===== src/rtl/vga_timing_gen.sv =====
`default_nettype none
// ============================================================================
// Module   : vga_timing_gen
// Brief    : VGA raster timing source: pixel enable, x/y counters and
//            pipeline-aligned hsync/vsync/blank_n strobes.
// Revision : 1.0 - initial release
// ============================================================================
module vga_timing_gen #(
    parameter int H_ACTIVE = 640,
    parameter int H_FP     = 16,
    parameter int H_SYNC   = 96,
    parameter int H_BP     = 48,
    parameter int V_ACTIVE = 480,
    parameter int V_FP     = 10,
    parameter int V_SYNC   = 2,
    parameter int V_BP     = 33,
    parameter int CLK_DIV  = 2,
    parameter int PIPE_DLY = 1,
    parameter int SYNC_ACT = 0
) (
    input  logic       clk,
    input  logic       rst,
    output logic       pix_en,
    output logic [9:0] x,
    output logic [9:0] y,
    output logic       hsync,
    output logic       vsync,
    output logic       blank_n,
    output logic       line_start,
    output logic       frame_start
);

    localparam int c_H_TOTAL = H_ACTIVE + H_FP + H_SYNC + H_BP;
    localparam int c_V_TOTAL = V_ACTIVE + V_FP + V_SYNC + V_BP;
    localparam int c_DIV_W   = (CLK_DIV > 1) ? $clog2(CLK_DIV) : 1;

    localparam logic [c_DIV_W-1:0] c_DIV_LAST = c_DIV_W'(CLK_DIV - 1);
    localparam logic [9:0] c_H_LAST   = 10'(c_H_TOTAL - 1);
    localparam logic [9:0] c_V_LAST   = 10'(c_V_TOTAL - 1);
    localparam logic [9:0] c_H_ACT    = 10'(H_ACTIVE);
    localparam logic [9:0] c_V_ACT    = 10'(V_ACTIVE);
    localparam logic [9:0] c_HS_FIRST = 10'(H_ACTIVE + H_FP);
    localparam logic [9:0] c_HS_LAST  = 10'(H_ACTIVE + H_FP + H_SYNC - 1);
    localparam logic [9:0] c_VS_FIRST = 10'(V_ACTIVE + V_FP);
    localparam logic [9:0] c_VS_LAST  = 10'(V_ACTIVE + V_FP + V_SYNC - 1);
    localparam logic       c_SYNC_ON  = (SYNC_ACT != 0);

    generate
        if (c_H_TOTAL > 1024 || c_V_TOTAL > 1024) begin : g_bad_total
            $error("vga_timing_gen: H/V total exceeds 1024");
        end
        if (CLK_DIV < 1) begin : g_bad_div
            $error("vga_timing_gen: CLK_DIV must be at least 1");
        end
        if (PIPE_DLY < 0 || PIPE_DLY > 4) begin : g_bad_dly
            $error("vga_timing_gen: PIPE_DLY must be 0..4");
        end
    endgenerate

    logic [c_DIV_W-1:0] r_div_cnt;
    logic [9:0]         r_x;
    logic [9:0]         r_y;
    logic               w_div_wrap;
    logic               w_hs_raw;
    logic               w_vs_raw;
    logic               w_bl_raw;
    logic               w_hs_dly;
    logic               w_vs_dly;
    logic               w_bl_dly;

    assign w_div_wrap = (r_div_cnt == c_DIV_LAST);

    always_ff @(posedge clk or posedge rst) begin
        if (rst) begin
            r_div_cnt <= '0;
        end else if (w_div_wrap) begin
            r_div_cnt <= '0;
        end else begin
            r_div_cnt <= r_div_cnt + 1'b1;
        end
    end

    always_ff @(posedge clk or posedge rst) begin
        if (rst) begin
            r_x <= '0;
            r_y <= '0;
        end else if (w_div_wrap) begin
            if (r_x == c_H_LAST) begin
                r_x <= '0;
                if (r_y == c_V_LAST) begin
                    r_y <= '0;
                end else begin
                    r_y <= r_y + 1'b1;
                end
            end else begin
                r_x <= r_x + 1'b1;
            end
        end
    end

    assign w_hs_raw = (r_x >= c_HS_FIRST) && (r_x <= c_HS_LAST);
    assign w_vs_raw = (r_y >= c_VS_FIRST) && (r_y <= c_VS_LAST);
    assign w_bl_raw = (r_x < c_H_ACT) && (r_y < c_V_ACT);

    // Delay stages hold active-high flags, so the cleared state is "inactive".
    generate
        if (PIPE_DLY == 0) begin : g_no_dly
            assign w_hs_dly = w_hs_raw;
            assign w_vs_dly = w_vs_raw;
            assign w_bl_dly = w_bl_raw;
        end else begin : g_dly
            logic [PIPE_DLY-1:0] r_hs_pipe;
            logic [PIPE_DLY-1:0] r_vs_pipe;
            logic [PIPE_DLY-1:0] r_bl_pipe;

            always_ff @(posedge clk or posedge rst) begin
                if (rst) begin
                    r_hs_pipe <= '0;
                    r_vs_pipe <= '0;
                    r_bl_pipe <= '0;
                end else if (w_div_wrap) begin
                    r_hs_pipe <= (r_hs_pipe << 1) | PIPE_DLY'(w_hs_raw);
                    r_vs_pipe <= (r_vs_pipe << 1) | PIPE_DLY'(w_vs_raw);
                    r_bl_pipe <= (r_bl_pipe << 1) | PIPE_DLY'(w_bl_raw);
                end
            end

            assign w_hs_dly = r_hs_pipe[PIPE_DLY-1];
            assign w_vs_dly = r_vs_pipe[PIPE_DLY-1];
            assign w_bl_dly = r_bl_pipe[PIPE_DLY-1];
        end
    endgenerate

    assign pix_en      = w_div_wrap && !rst;
    assign x           = r_x;
    assign y           = r_y;
    assign hsync       = w_hs_dly ? c_SYNC_ON : ~c_SYNC_ON;
    assign vsync       = w_vs_dly ? c_SYNC_ON : ~c_SYNC_ON;
    // Gated so an undelayed decode of (0,0) cannot show a visible pixel in reset.
    assign blank_n     = w_bl_dly && !rst;
    assign line_start  = pix_en && (r_x == '0);
    assign frame_start = line_start && (r_y == '0);

endmodule
`default_nettype wire


===== config.mk =====
export PLATFORM = sky130hd
export DESIGN_NAME = vga_timing_gen
export DESIGN_NICKNAME = d
export VERILOG_FILES = /design/src/rtl/vga_timing_gen.sv
export SDC_FILE = /design/constraint.sdc
export NUM_CORES = 1
export LEC_CHECK = 0
export ABC_AREA = 1
export CORE_AREA = 2 2 55 57
export DETAILED_ROUTE_END_ITERATION = 10
export DIE_AREA = 0 0 57 59
export HOLD_SLACK_MARGIN = 0.03
export PLACE_DENSITY = 0.84
export SYNTH_ARGS = -nofsm -noshare
export SYNTH_HDL_FRONTEND = slang
export SYNTH_SLANG_ARGS = --single-unit

===== constraint.sdc =====
create_clock -name clk -period 1.88 [get_ports clk]
set_input_delay 0.47 -clock clk [delete_from_list [all_inputs] [get_ports clk]]
set_output_delay 0.47 -clock clk [all_outputs]
set_load 0.02 [all_outputs]

==> results.ini, run 1 <==
[global_routing]
grt_pass1_vias=1397
grt_max_degree=25
grt_use_total_pct=23.6
antenna_found_initial=0
overflow=0
grt_pass1_wl_um=6140

[detailed_routing]
wire_per_inst_um=12.5
drt-vias-per-instance=5.18
routed_wl_um=3590
vias=1487
first_pass_iters=5
ant_nets=0
first_iter_violations=64
remaining_drc_errors=0

[cells_and_area]
layout.nets=264
final_cell_mix=nand2_1 (35), buf_4 (35), inv_1 (25)
fillers=218
diodes=0
area_growth_pct=38.2
stdcell_count=287
fin_util_pct=75.3
drive_above_1_share_pct=26.6

[clock_network]
h-tree-depth=1
cts_buffers=3
cts_buffer_depth=2
cts_tree=done
clk_latency_ns=0.33
ctsRootBufferMaster=clkbuf_4
holdBufCountCts=0
clock_sinks=24
clk_pin_slew_worst_paths_ns=0.14

[synthesis]
yosysTopAreaCell=dfrtp_1
synth-seq-cells=24
synthDistinctLibCells=27
synth_cells=194
syn_nets=201
avgSynthCellArea_um2=7.62
synth_top_area_share_pct=40.6
ys_seq_area_share_pct=40.6
synth_area_leaders=dfrtp_1 (41%), nand2_1 (9.4%), inv_1 (7.1%)
syn_area_um2=1480
synth-warning-count=0

[timing]
postLayoutSetupSlackWorst_ns=-0.0953
rsz0062_at_grt=yes
fmax_mhz=506
finalCritPeriodShare_pct=105
worst_pin_slew_ns=0.317
setup_viol=1
maxSlewViolCount=0
slew_headroom_pct=78.9
skew_ns=0.0139
fin_crit_ns=1.98
hold_viol=0

[power]
power_frac_comb_pct=2.8
switchingPower_mw=0.176
netSwitchingFraction_pct=21.5
p_int_mw=0.642
clkPwrFrac_pct=34.1
cellLeakagePower_nw=1.12
p_seq_share_pct=63.1
ir_worst_vdd_v=0.000430
cellPowerDensity_nw_per_um2=401

[setup_path]
crit_arrival_ns=1.51
startpoint_type=flop
path_max_fanout=2
cp_slowest_cell=dfrtp_1
ff2ff_setup_slack_ns=0.32
path_class=flop to output pin
r2r_cells=8
cp_cell_sequence=inv_2 > ha_1 > inv_1 > nor2_1 > nand4_1 > nor3_2 > buf_4
end_kind=output pin
critical_path.top_delay_family=flip-flops
crit_cells=7
cp.required_ns=1.41
critPathMaxStageDelay_ns=0.41
cp_num_buf_inv=3

[worst_hold_path]
min_path_cells=2
hp-class=flop to flop

[floorplanning]
die-area_um2=3360
io-pin-count=28
core-area_um2=2710
initial_core_util_pct=54.5
die_h_um=59
row_count=19
die_w_um=57

[placement]
dpl.cell_count=282
dp_hpwl_um=2710
port-buffer-count=27
gp_congestion=0.830

[job]
maxCapViolCount=0

[outcome]
status=finished with violations
violations=negative setup slack

power by group through the flow:
stage                     combinational, mW  clock [mW]  sequential (mW)
after detailed placement             0.0252           0            0.526
after CTS                            0.0237       0.283            0.516
final                                0.0228       0.279            0.516
after global routing                 0.0258       0.306            0.516
after floorplan                      0.0120           0            0.526
after global placement               0.0250           0            0.526
final timing paths:
kind / startpoint / to
min in group asynchronous: rst / x[2]
setup reg to reg: x[0] / x[8]
hold / removal: g_dly.r_bl_pipe / g_dly.r_bl_pipe
setup / recovery: y[0] / frame_start
hold reg to reg: g_dly.r_bl_pipe / g_dly.r_bl_pipe
max in group asynchronous: rst / x[7]
sequential cells by signal, indices dropped and copies added, names as in the netlist:
register,flops
g_dly.r_hs_pipe,1
r_div_cnt,1
g_dly.r_vs_pipe,1
y,10
g_dly.r_bl_pipe,1
x,10
kinds of logic after synthesis:
group,after synthesis,synth area share (%)
and+or+nand+nor,104,34.2
DFF,24,40.6
xor gates and xnor gates,5,2.96
buffers and inverters,36,9.82
adders and majority gates,5,4.23
AOI/OAI and AO/OA,20,8.13
synthesized netlist by cell type:
| cell type | number |
|---|---|
| buf_2 | 1 |
| buf_4 | 1 |
| dfrtp_1 | 24 |
| ha_1 | 5 |
| inv_1 | 28 |
| inv_2 | 5 |
| inv_6 | 1 |
| nand2_1 | 37 |
| nand2_2 | 1 |
| nand3_1 | 16 |
| nand3_4 | 1 |
| nand4_1 | 10 |
| nand4_2 | 1 |
| nor2_1 | 26 |
| nor2_2 | 2 |
| nor2_4 | 1 |
| nor2_8 | 1 |
| nor3_1 | 6 |
| nor3_2 | 1 |
| o2111ai_1 | 1 |
| o21ai_0 | 8 |
| o21ai_1 | 6 |
| o21ai_2 | 4 |
| o22ai_1 | 1 |
| or2_2 | 1 |
| xnor2_1 | 1 |
| xor2_1 | 4 |
layout make-up:
cell class	count	area (um2)	area share, %
clock buffer	4	36.3	1.78
timing repair buffer	60	487	23.8
multi-input combinational	134	747	36.6
sequential	24	601	29.4
inverter	34	133	6.50
tap	31	38.8	1.90
metrics by stage:
step / setup WS, ns / total power, mW / instance area [um2] / hold WS (ns) / setup TNS, ns
after floorplan: 0.0724 / 0.538 / 1480 / 0.485 / 0
after global placement: -0.497 / 0.551 / 2020 / 0.491 / -1.46
after detailed placement: -0.549 / 0.551 / 2020 / 0.536 / -1.59
after CTS: -0.117 / 0.823 / 2040 / 0.559 / -0.117
after global routing: -0.211 / 0.848 / 2040 / 0.585 / -0.297
final: -0.0953 / 0.818 / 2040 / 0.555 / -0.0953
per-layer routing:
layer	global-route usage (%)	vias to the layer above	share of wire [%]
met2	41.1	47	51
met1	29.7	690	43
met5	0	-	0
li1	-	745	-
met4	10.3	0	1.4
met3	3.06	5	4.7
timing repair:
| action | 4_1_cts | 5_1_grt |
|---|---|---|
| endpoints found under the setup margin | 22 | 6 |
| gates resized for setup | 39 | 7 |
| setup buffers | 1 | 0 |
| pin swaps | 4 | 0 |
worst min-delay path, cell delays in order (launching register included):
cell and delay [ns]:
dfrtp_1 0.38, inv_1 0.08, o22ai_1 0.07
Power figures use the tool's default switching activity.
==> inputs of run 2 (changes only) <==
--- a/config.mk
+++ b/config.mk
@@ -11,6 +11,7 @@
 export DIE_AREA = 0 0 57 59
 export HOLD_SLACK_MARGIN = 0.03
 export PLACE_DENSITY = 0.84
+export RECOVER_POWER = 25
 export SYNTH_ARGS = -nofsm -noshare
 export SYNTH_HDL_FRONTEND = slang
 export SYNTH_SLANG_ARGS = --single-unit
==> run 2 against run 1 <==
  * The run still ends with negative setup slack left
  * Combinational power shrank 4%
  * Critical path depth stayed put
  * Sequential share of layout area up 0.090 points
  * Die area is the same
  * Fmax barely moved
  * Critical path type unchanged
  * Critical endpoint unchanged
==> results.ini, run 2 (same netlist as run 1, synthesis figures left out) <==
[cells_and_area]
diodes=0
seqCellArea_um2=601
fin_util_pct=75.1
fillers=220
final_common_cell=nand2_1
layout.nets=264
area_growth_pct=37.8
final_cell_mix=nand2_1 (35), buf_4 (33), inv_1 (25)
finalInstanceArea_um2=2040
drive_above_1_share_pct=26.2
multi_input_area_um2=747

[global_routing]
grt_pass1_wl_um=6140
grt_use_total_pct=23.6
antenna_found_initial=0
grt_max_degree=25
grt_pass1_vias=1397
overflow=0

[detailed_routing]
wire_per_inst_um=12.5
remaining_drc_errors=0
vias=1513
routed_wl_um=3580
drt-vias-per-instance=5.27
first_pass_iters=6
first_iter_violations=74
ant_nets=0

[timing]
fmax_mhz=506
hold_viol=0
maxSlewViolCount=0
worst_pin_slew_ns=0.613
hold_ws_ns=0.555
fin_crit_ns=1.97
skew_ns=0.0109
finalCritPeriodShare_pct=105
postLayoutSetupSlackWorst_ns=-0.0946
slew_headroom_pct=59.1
setup_viol=1
rsz0062_at_grt=yes

[placement]
dpl_cell_area_um2=2020
gp_congestion=0.830
port-buffer-count=27
dp_slack_ns=-0.549
dp_hpwl_um=2710

[power]
ir_worst_vdd_v=0.000431
netSwitchingFraction_pct=21.7
p_seq_share_pct=63.0
cellLeakagePower_nw=1.12
clkPwrFrac_pct=34.3
p_int_mw=0.641
power_frac_comb_pct=2.7
switchingPower_mw=0.178
cellPowerDensity_nw_per_um2=402

[floorplanning]
die_w_um=57
die_h_um=59
io-pin-count=28
core-area_um2=2710
die-area_um2=3360
row_count=19
initial_core_util_pct=54.5

[clock_network]
clk_latency_ns=0.33
h-tree-depth=1
holdBufCountCts=0
ctsRootBufferMaster=clkbuf_4
cts_buffers=3
cts_tree=done
clock_sinks=24
clk_pin_slew_worst_paths_ns=0.14
cts_buffer_depth=2

[setup_path]
critPathMaxStageDelay_ns=0.41
end_kind=output pin
path_max_fanout=2
startpoint_type=flop
cp_cell_sequence=inv_2 > ha_1 > inv_1 > nor2_1 > nand4_1 > nor3_2 > buf_4
path_class=flop to output pin
crit_arrival_ns=1.50
cp_slowest_cell=dfrtp_1
cp.required_ns=1.41
critical_path.top_delay_family=flip-flops
cp_num_buf_inv=3

[outcome]
status=finished with violations
violations=negative setup slack

[worst_hold_path]
hp-class=flop to flop

[job]
maxCapViolCount=0

## run 2: metrics by stage
step | total power [mW] | std cells | TNS [ns]
6_report | 0.819 | 287 | -0.0946
2_1_floorplan | 0.538 | 194 | 0
5_1_grt | 0.847 | 287 | -0.297
3_5_place_dp | 0.551 | 282 | -1.59
3_3_place_gp | 0.551 | 282 | -1.46
4_1_cts | 0.823 | 287 | -0.117
## run 2: worst paths after layout
path,cells past startpoint,start,end,slack [ns]
worst max-delay path,7,y[0],frame_start,-0.09
worst max register to register,8,x[0],x[8],0.34
worst min-delay path,2,g_dly.r_bl_pipe,g_dly.r_bl_pipe,0.56
worst min register to register,2,g_dly.r_bl_pipe,g_dly.r_bl_pipe,0.56
max in group asynchronous,3,rst,x[7],0.81
min in group asynchronous,3,rst,x[1],0.66
## run 2: power by group through the flow
stage	sequential [mW]	combinational (mW)	clock (mW)
3_3_place_gp	0.526	0.0250	0
3_5_place_dp	0.526	0.0252	0
6_report	0.516	0.0220	0.281
4_1_cts	0.516	0.0237	0.283
2_1_floorplan	0.526	0.0120	0
5_1_grt	0.516	0.0251	0.306
## run 2: worst min-delay path: stages, from the launching register on
cell     delay, ns
dfrtp_1       0.38
inv_1         0.08
o22ai_1       0.07
## run 2: timing repair
action / in CTS / in global routing
resized for setup: 39 / 7
buffers inserted: 1 / 0
gates cloned: 0 / 0
setup endpoints to repair: 22 / 6
pin swaps: 4 / 0
## run 2: routing by layer
metal / global-route usage, % / vias to the layer above / wire length, um
li1: - / 747 / -
met1: 29.7 / 703 / 1480
met2: 41.1 / 58 / 1840
met3: 3.06 / 5 / 205
met4: 10.3 / 0 / 54
met5: 0 / - / 0
## run 2: layout make-up
cell class                 count  area share, %
clock buffer                   4           1.78
multi-input combinational    134           36.7
timing repair buffer          60           23.6
tap                           31           1.91
inverter                      34           6.52
sequential                    24           29.5
==> inputs of run 3 (changes only) <==
--- a/config.mk
+++ b/config.mk
@@ -5,12 +5,11 @@
 export SDC_FILE = /design/constraint.sdc
 export NUM_CORES = 1
 export LEC_CHECK = 0
-export ABC_AREA = 1
-export CORE_AREA = 2 2 55 57
+export CORE_AREA = 2 2 56 58
 export DETAILED_ROUTE_END_ITERATION = 10
-export DIE_AREA = 0 0 57 59
+export DIE_AREA = 0 0 58 60
 export HOLD_SLACK_MARGIN = 0.03
-export PLACE_DENSITY = 0.84
+export PLACE_DENSITY = 0.74
 export RECOVER_POWER = 25
 export SYNTH_ARGS = -nofsm -noshare
 export SYNTH_HDL_FRONTEND = slang
==> run 3 against run 2 <==
  * The flow still finishes with violations (negative setup slack)
  * Die area up 3.5%
  * Synthesized cell count down 30%
  * Sequential power about the same
  * Design area down 6.6%
  * Sequential cell count unchanged
  * Worst hold slack worse by 0.27 ns
  * Non-clock buffer count up 1
  * Synthesized area down 13%
  * Utilization down 9.6 points
  * Sequential share of layout area up 2.4 points
  * Cell count down 20%
  * Largest cell class unchanged
==> results.ini, run 3 <==
[timing]
fin_crit_ns=2.82
worst_pin_slew_ns=0.883
fmax_mhz=354
fin_setup_tns_ns=-1.81
rsz0062_at_grt=yes
finalCritPeriodShare_pct=150
hold_viol=0
setup_viol=3
slew_headroom_pct=41.2
skew_ns=0.00426
postLayoutSetupSlackWorst_ns=-0.945
maxSlewViolCount=0

[global_routing]
grt_pass1_wl_um=5310
overflow=0
antenna_found_initial=0
grt_use_total_pct=20.2
grt_max_degree=17
grt_pass1_vias=1191

[setup_path]
cp.required_ns=1.41
path_max_fanout=2
end_kind=output pin
path_class=flop to output pin
startpoint_type=flop
r2r_cells=5
ff2ff_setup_slack_ns=-0.02
crit_arrival_ns=2.35

[synthesis]
synthArstFlopShare_pct=100
synth_cells=135
synthDistinctLibCells=34
synth_area_leaders=dfrtp_1 (47%), nand3_1 (5.5%), ha_1 (4.9%)
synth-seq-cells=24
synth_ff_type=dfrtp_1
synth_common_cells=dfrtp_1 (24), nand3_1 (14), inv_1 (10), nor2_1 (10), nand2_1 (9)
ys_seq_area_share_pct=46.8
yosysTopAreaCell=dfrtp_1
synth-warning-count=0
synth_top_area_share_pct=46.8
syn_nets=142
syn_area_um2=1280
avgSynthCellArea_um2=9.51
synth.most_common_cell=dfrtp_1
synth_edf_count=0

[power]
cellLeakagePower_nw=0.971
p_int_mw=0.639
p_seq_share_pct=63.2
cellPowerDensity_nw_per_um2=430
power_mw=0.816
ir_worst_vdd_v=0.000321
netSwitchingFraction_pct=21.7
switchingPower_mw=0.177
power_frac_comb_pct=2.6
clkPwrFrac_pct=34.2

[clock_network]
h-tree-depth=1
clock_sinks=24
ctsRootBufferMaster=clkbuf_4
holdBufCountCts=0
cts_buffers=3
clk_pin_slew_worst_paths_ns=0.14
cts_buffer_depth=2
cts_tree=done
clk_latency_ns=0.32

[floorplanning]
initial_core_util_pct=44.2
row_count=20
io-pin-count=28
core-area_um2=2900
die-area_um2=3480
die_h_um=60
die_w_um=58

[detailed_routing]
vias=1212
dr_wl_met3_um=107
m1WireLength_um=1420
first_pass_iters=4
drt-vias-per-instance=5.29
routed_wl_um=3100
remaining_drc_errors=0
first_iter_violations=64
ant_nets=0
wire_per_inst_um=13.5
top_layer_used=met4
met2_length_um=1550

[placement]
dp_hpwl_um=2360
dpl.cell_count=225
port-buffer-count=27
dpl_cell_area_um2=1840
gp_congestion=0.825

[cells_and_area]
final_common_cell=buf_4
stdcell_count=229
fillers=243
fin_util_pct=65.5
diodes=0
drive_above_1_share_pct=29.6
layout.nets=204
area_growth_pct=48.1
final_cell_mix=buf_4 (31), dfrtp_1 (20), dlygate4sd2_1 (20)
finalInstanceArea_um2=1900

[job]
maxCapViolCount=0

[worst_hold_path]
hp-class=primary input to async pin

[outcome]
status=finished with violations
violations=negative setup slack

-- run 3: power groups by stage --
| stage | clock network (mW) | logic (mW) | registers [mW] |
|---|---|---|---|
| final | 0.279 | 0.0210 | 0.516 |
| after detailed placement | 0 | 0.0261 | 0.526 |
| after CTS | 0.290 | 0.0254 | 0.516 |
| after global placement | 0 | 0.0253 | 0.526 |
| after global routing | 0.301 | 0.0245 | 0.516 |
| after floorplan | 0 | 0.0117 | 0.526 |
-- run 3: metrics by stage --
step / worst slack (ns) / hold WS, ns
6_report: -0.945 / 0.289
5_1_grt: -1.06 / 0.362
3_5_place_dp: -1.07 / 0.481
3_3_place_gp: -1.05 / 0.474
2_1_floorplan: -0.735 / 0.454
4_1_cts: -0.971 / 0.513
-- run 3: repair_timing --
action                     in CTS  in global routing
gates resized for setup        42                 10
setup buffers                   2                  0
gates cloned                    0                  0
setup endpoints to repair      25                  7
pin swaps                       2                  2
-- run 3: final timing paths --
check,startpoint,to
worst max-delay path,x[0],frame_start
worst min-delay path,rst,y[9]
worst max register to register,x[6],y[9]
worst min register to register,g_dly.r_vs_pipe,g_dly.r_vs_pipe
max in group asynchronous,rst,x[4]
min in group clk,g_dly.r_vs_pipe,g_dly.r_vs_pipe
-- run 3: logic make-up after synthesis --
family,count (synthesis),synth area share [%]
adders and majority gates,5,4.87
AOI/OAI and AO/OA,20,9.26
muxes,1,0.877
buffers and inverters,14,5.36
xor gates and xnor gates,9,6.14
and+or+nand+nor,62,26.7
DFF,24,46.8
-- run 3: routing by layer --
metal	global-route usage (%)	vias up
met5	0	-
met4	8.64	0
met3	2.16	2
met2	34.3	25
met1	26.2	582
li1	-	603
-- run 3: cell type report --
| cell class | instances | area (um2) | area share, % |
|---|---|---|---|
| clock buffers | 4 | 36.3 | 1.91 |
| well taps | 33 | 41.3 | 2.17 |
| flip-flops and latches | 24 | 606 | 31.9 |
| multi-input cells | 97 | 679 | 35.7 |
| repair buffers | 61 | 500 | 26.3 |
| inverters | 10 | 37.5 | 1.97 |
-- run 3: critical path, stage by stage (launching register included) --
cell and delay (ns):
dfrtp_2 0.43, inv_2 0.07, ha_4 0.12, or4b_4 0.44
or4_4 0.44, nor4_4 0.17, and4_4 0.26, buf_6 0.11
